`src/rtl/dpram_pkg.sv`:
```
// Shared types and sizing helpers for the dual-port RAM burst reader.
package dpram_pkg;

  typedef enum logic [1:0] {
    ST_IDLE  = 2'd0,
    ST_RUN   = 2'd1,
    ST_DRAIN = 2'd2
  } state_t;

  localparam int FIFO_DEPTH = 2;

  // Counters need one extra bit so a full-memory burst length fits.
  function automatic int count_width(input int aw);
    return aw + 1;
  endfunction

endpackage

```
`src/rtl/sync_fifo2.sv`:
```
// Two-entry registered FIFO; head entry drives dout directly so output is glitch-free.
module sync_fifo2
  import dpram_pkg::*;
#(
  parameter int DATA_WIDTH = 8
) (
  input  logic                  clock,
  input  logic                  reset,
  input  logic                  push,
  input  logic                  pop,
  input  logic [DATA_WIDTH-1:0] din,
  output logic [DATA_WIDTH-1:0] dout,
  output logic [1:0]            count
);

  logic [DATA_WIDTH-1:0] r_head;
  logic [DATA_WIDTH-1:0] r_tail;
  logic [1:0]            r_count;
  logic                  w_pop;
  logic                  w_push;

  assign w_pop  = pop && (r_count != 2'd0);
  // A push into a full FIFO is only legal when the same cycle frees a slot.
  assign w_push = push && ((r_count != 2'(FIFO_DEPTH)) || w_pop);

  always_ff @(posedge clock) begin
    if (reset) begin
      r_count <= 2'd0;
      r_head  <= '0;
      r_tail  <= '0;
    end else begin
      case ({w_push, w_pop})
        2'b11: begin
          if (r_count == 2'd1) begin
            r_head <= din;
          end else begin
            r_head <= r_tail;
            r_tail <= din;
          end
        end
        2'b01: begin
          r_head  <= r_tail;
          r_count <= r_count - 2'd1;
        end
        2'b10: begin
          if (r_count == 2'd0) r_head <= din;
          else                 r_tail <= din;
          r_count <= r_count + 2'd1;
        end
        default: ;
      endcase
    end
  end

  assign dout  = r_head;
  assign count = r_count;

endmodule

```
`src/rtl/dpram_burst_reader.sv`:
```
// Burst read client for one RAM port: streams `length` words from `base_addr`
// through a 2-entry buffer that hides the registered-read latency.
module dpram_burst_reader
  import dpram_pkg::*;
#(
  parameter int widthad_a  = 15,
  parameter int DATA_WIDTH = 8
) (
  input  logic                  clock,
  input  logic                  reset,
  input  logic                  start,
  input  logic [widthad_a-1:0]  base_addr,
  input  logic [widthad_a:0]    length,
  output logic                  busy,
  output logic                  done,
  output logic [widthad_a-1:0]  mem_address,
  input  logic [DATA_WIDTH-1:0] mem_q,
  output logic [DATA_WIDTH-1:0] out_data,
  output logic                  out_valid,
  input  logic                  out_ready,
  output logic [1:0]            dbg_state
);

  localparam int CW = count_width(widthad_a);

  state_t               r_state;
  state_t               w_state_nxt;
  logic [widthad_a-1:0] r_addr;
  logic [CW-1:0]        r_remaining;
  logic [CW-1:0]        r_delivered;
  logic                 r_inflight;
  logic                 r_done;
  logic [1:0]           w_occ;
  logic                 w_pop;
  logic                 w_issue;
  logic                 w_accept;
  logic                 w_last_pop;

  // Stream handshake: a word moves when out_valid & out_ready; out_valid and
  // out_data stay put until that happens.
  assign w_pop      = out_valid & out_ready;
  assign out_valid  = (w_occ != 2'd0);
  assign w_accept   = (r_state == ST_IDLE) && start;
  assign w_last_pop = w_pop && (r_delivered == CW'(1));
  // Buffer plus in-flight word must not exceed the depth after this cycle.
  assign w_issue    = (r_state == ST_RUN) && (r_remaining != '0) &&
                      (({1'b0, w_occ} + {2'b00, r_inflight}) < (3'd2 + {2'b00, w_pop}));

  always_ff @(posedge clock) begin
    if (reset) r_state <= ST_IDLE;
    else       r_state <= w_state_nxt;
  end

  always_comb begin
    w_state_nxt = r_state;
    case (r_state)
      ST_IDLE:  if (start && (length != '0)) w_state_nxt = ST_RUN;
      ST_RUN: begin
        if (w_last_pop)                                  w_state_nxt = ST_IDLE;
        else if (w_issue && (r_remaining == CW'(1)))     w_state_nxt = ST_DRAIN;
      end
      ST_DRAIN: if (w_last_pop) w_state_nxt = ST_IDLE;
      default:  w_state_nxt = ST_IDLE;
    endcase
  end

  always_ff @(posedge clock) begin
    if (reset) begin
      r_addr      <= '0;
      r_remaining <= '0;
      r_delivered <= '0;
      r_inflight  <= 1'b0;
      r_done      <= 1'b0;
    end else begin
      r_done     <= (w_accept && (length == '0)) || ((r_state != ST_IDLE) && w_last_pop);
      r_inflight <= w_issue;
      if (w_accept) begin
        if (length != '0) begin
          r_addr      <= base_addr;
          r_remaining <= length;
          r_delivered <= length;
        end
      end else begin
        if (w_issue) begin
          r_addr      <= r_addr + widthad_a'(1);
          r_remaining <= r_remaining - CW'(1);
        end
        if (w_pop) r_delivered <= r_delivered - CW'(1);
      end
    end
  end

  sync_fifo2 #(
    .DATA_WIDTH(DATA_WIDTH)
  ) u_fifo (
    .clock(clock),
    .reset(reset),
    .push (r_inflight),
    .pop  (w_pop),
    .din  (mem_q),
    .dout (out_data),
    .count(w_occ)
  );

  assign busy        = (r_state != ST_IDLE);
  assign done        = r_done;
  assign mem_address = r_addr;
  assign dbg_state   = r_state;

endmodule

```
`config.mk`:
```
export PLATFORM = sky130hd
export DESIGN_NAME = dpram_burst_reader
export DESIGN_NICKNAME = d
export VERILOG_FILES = /design/src/rtl/dpram_pkg.sv /design/src/rtl/sync_fifo2.sv /design/src/rtl/dpram_burst_reader.sv
export SDC_FILE = /design/constraint.sdc
export NUM_CORES = 1
export LEC_CHECK = 0
export BUFFER_PORTS_ARGS = -buffer_cell sky130_fd_sc_hd__buf_4
export CORE_MARGIN = 8
export CORE_UTILIZATION = 45
export DETAILED_ROUTE_END_ITERATION = 8
export HOLD_SLACK_MARGIN = 0.08
export PLACE_DENSITY = 0.67
export SYNTH_ARGS = -nofsm -noshare
export SYNTH_HDL_FRONTEND = slang
export SYNTH_SLANG_ARGS = --single-unit
```
`constraint.sdc`:
```
create_clock -name clock -period 2.7 [get_ports clock]
set_input_delay 0.135 -clock clock [delete_from_list [all_inputs] [get_ports clock]]
set_output_delay 0.135 -clock clock [all_outputs]
set_load 0.01 [all_outputs]
```
==> impl_metrics.csv <==
group,metric,value,unit
worst_setup_path,reg2reg_from,"u_fifo.count[1]$_SDFFE_PP0N_",
hold_path,worstHoldStart,"length[0]",
cts,cts.sink_count,69,
synth,ys_seq_elements,69,
global_routing,grt_pass1_vias,3923,
floorplan,die-area,0.0121,sq mm
synth,netlist_instances,518,
placement,globalplace.congestion,0.868,
floorplan,die_x,110,um
global_routing,grt_antenna_before_repair,0,
synth,synth_top_flop_cell,"dfxtp_1",
sta,final-setup-viol-count,0,
placement,dpl_cell_area,0.00463,sq mm
floorplan,core-area,0.00864,sq mm
power_and_ir_drop,clockPowerShare,0.224,
global_routing,grt_start_max_net_pins,77,
sta,fmax,406,MHz
worst_setup_path,worstPathCellList,"inv_1, ha_1, or3b_1, a211o_1, o21a_1, buf_12, or3_1, a31oi_1",
sta,tightestPinTransition,0.849,ns
finish,design_area,0.00494,sq mm
route,postRouteAntennaNets,0,
synth,seq_area_frac_synth,0.348,
finish,fin_cells,704,
synth,yosys-top-cells-count,"69 x dfxtp_1, 64 x nand2_1, 56 x a21oi_1, 53 x nor2_1, 37 x o21ai_0",
route,avgViaCountPerCell,5.85,
finish,drive_gt1_frac,0.190,
synth,synth_area_leaders,"dfxtp_1 35%, a21oi_1 7.1%, nand2_1 6.0%",
worst_setup_path,r2r_cells,8,
synth,synth_top_cell_by_area,"dfxtp_1",
synth,synth_edf_count,0,
finish,syn_to_final_growth,24.4,%
worst_setup_path,crit_fanout,33,
floorplan,ios,71,
cts,insertion_delay,0.36,ns
synth,yosysWarnings,0,
sta,hold_viol,0,
cts,cts_tree,"built",
power_and_ir_drop,p_int,2.38,mW
synth,yosysTopAreaCellShare,0.348,
synth,synth.most_common_cell,"dfxtp_1",
placement,hpwlAfterDp,7940,um
route,wirelength,11600,um
hold_path,hold_depth,3,
power_and_ir_drop,p_per_area,805,mW/mm^2
cts,cts.repair.resized,0,
placement,place_inst,677,
route,wl_per_cell,16.5,um
outcome,outcome,"finished, final reports clean",
worst_setup_path,critPathSlowestCell,"dfxtp_1",
sta,rsz0062_at_grt,"no",
finish,diodes,0,
cts,cts_buffer_depth,2,
job,maxCapViolations,0,
floorplan,start_util,0.460,
synth,synth_cell_type_count,55,
route,drt_iter0_markers,252,
cts,cts_root_buffer,"clkbuf_8",
global_routing,grt_pass1_wl,18800,um
hold_path,min_path_type,"input pin to flop",
power_and_ir_drop,p_comb_frac,0.425,
floorplan,die_y,110,um
synth,syn_area,0.00397,sq mm
sta,finalCriticalPeriod,2.46,ns
route,dr.pass1.iters,5,
worst_setup_path,arrival,2.74,ns
worst_setup_path,start_kind,"flop",
global_routing,overflow,0,
finish,fillerInstances,823,
sta,skew,0.0129,ns
power_and_ir_drop,seq_power_share,0.350,
worst_setup_path,r2r_end,"mem_address[0]$_SDFFE_PP0P_",
synth,synth_nets,571,
sta,fin_crit_sh,0.911,
hold_path,holdPathEnd,"r_delivered[0]$_SDFFE_PP0P_",
cts,tritoncts.num_buffers,9,
sta,fin_tns_setup,0,ns
sta,drv_slew,0,
worst_setup_path,required,2.98,ns
synth,syn_avg_cell_area,7.67,sq um
power_and_ir_drop,peakVddDrop,391,uV
placement,io_buffers,70,
power_and_ir_drop,switchingPower,1.60,mW
cts,cts.clk_slew.worst_paths,0.09,ns
global_routing,grt_usage,0.192,
worst_setup_path,cpPeakStageDelay,0.43,ns
worst_setup_path,critPathKind,"flop to flop",
finish,nets,644,
route,drc_errors,0,
synth,synth-async-reset-ratio,0,
power_and_ir_drop,swShare,0.402,
cts,ctsHtreeMaxLevel,3,
worst_setup_path,regToRegSetupSlack,0.24,ns
floorplan,rows,34,
route,vias,4115,
worst_setup_path,cp-end-kind,"flop",
sta,relSlewSlack,0.434,
power_and_ir_drop,total_leakage_power,2.01,nW
-- power by group through the flow --
stage          Combinational, mW  Sequential, mW  Clock [mW]
2_1_floorplan               1.11            1.40           0
3_3_place_gp                1.64            1.40           0
3_5_place_dp                1.67            1.41           0
4_1_cts                     1.69            1.39       0.909
5_1_grt                     1.87            1.42       0.954
6_report                    1.69            1.39       0.892
-- logic make-up (layout without fill, tap and decap cells) --
family	after synthesis	count (layout)	share of synthesized area
AOI/OAI and AO/OA	168	168	0.266
xor gates and xnor gates	1	1	0.00221
adders and majority gates	10	10	0.0315
buffers and inverters	39	117	0.0422
DFF	69	69	0.348
muxes	18	18	0.0454
and+or+nand+nor	213	213	0.265
-- layout make-up --
cell class | instances | area (sq um) | share of cell area
multi-input cells | 410 | 2430 | 0.492
flip-flops and latches | 69 | 1380 | 0.280
repair buffers | 92 | 756 | 0.153
well taps | 108 | 135 | 0.0273
clock buffers | 9 | 124 | 0.0251
clock inverters | 7 | 80.1 | 0.0162
inverters | 9 | 33.8 | 0.00684
-- layout by cell type, fill, tap and decap left out, types with 9 or more instances in the layout --
cell,synthesis,routed
a211oi_1,9,9
a21oi_1,56,56
buf_4,2,78
clkbuf_8,0,9
dfxtp_1,69,69
dlygate4sd3_1,0,11
ha_1,10,10
inv_1,9,9
mux2i_1,18,18
nand2_1,64,64
nand2b_1,11,11
nand3_1,14,14
nor2_1,53,53
nor3_1,13,13
nor4_1,9,9
o21ai_0,37,37
o21ai_1,12,11
o31ai_1,10,10
or4_1,9,9
-- metrics by stage --
step | utilization | power, mW | hold slack, ns | worst slack [ns]
after CTS | 0.572 | 3.99 | 0.0919 | 0.230
after global routing | 0.572 | 4.25 | 0.102 | 0.117
after global placement | 0.536 | 3.04 | 0.379 | 0.358
final | 0.572 | 3.98 | 0.104 | 0.240
after detailed placement | 0.536 | 3.08 | 0.388 | 0.253
after floorplan | - | 2.50 | 0.279 | 0.576
-- registers in the layout, indices dropped and copies added, names as in the netlist --
name	flops
r_delivered	16
r_remaining	16
mem_address	15
u_fifo.dout	8
u_fifo.r_tail	8
dbg_state	2
u_fifo.count	2
done	1
r_inflight	1
-- critical path: cells and delay by family (launching register included) --
family / cells / cell delay [ns]
buffers and inverters: 2 / 0.26
flip-flops: 1 / 0.43
AO/OA/AOI/OAI: 3 / 0.75
AND/OR/NAND/NOR: 2 / 0.69
adder cells (fa/ha/maj): 1 / 0.23
-- routing by layer --
| metal | wire length, um | GRT usage | share of wire |
|---|---|---|---|
| met1 | 5310 | 0.238 | 0.46 |
| met2 | 5370 | 0.311 | 0.46 |
| met3 | 783 | 0.0469 | 0.067 |
| met4 | 167 | 0.0771 | 0.014 |
| met5 | 0 | 0 | 0 |
-- worst max path at each step --
stage / from / end / cells after the start
finish: u_fifo.count[1]$_SDFFE_PP0N_ / mem_address[0]$_SDFFE_PP0P_ / 8
global route: u_fifo.count[1]$_SDFFE_PP0N_ / mem_address[0]$_SDFFE_PP0P_ / 8
CTS: u_fifo.count[1]$_SDFFE_PP0N_ / mem_address[0]$_SDFFE_PP0P_ / 8
floorplan: u_fifo.count[0]$_SDFFE_PP0N_ / mem_address[11]$_SDFFE_PP0P_ / 9
global placement: length[11] / r_delivered[3]$_SDFFE_PP0P_ / 6
detailed placement: u_fifo.count[1]$_SDFFE_PP0N_ / mem_address[0]$_SDFFE_PP0P_ / 8
-- what timing repair did --
item	in CTS	in global routing
setup buffers	0	0
hold buffers	11	0
endpoints found under the hold margin	11	0
Note: power is estimated with default switching activity, not from simulation.
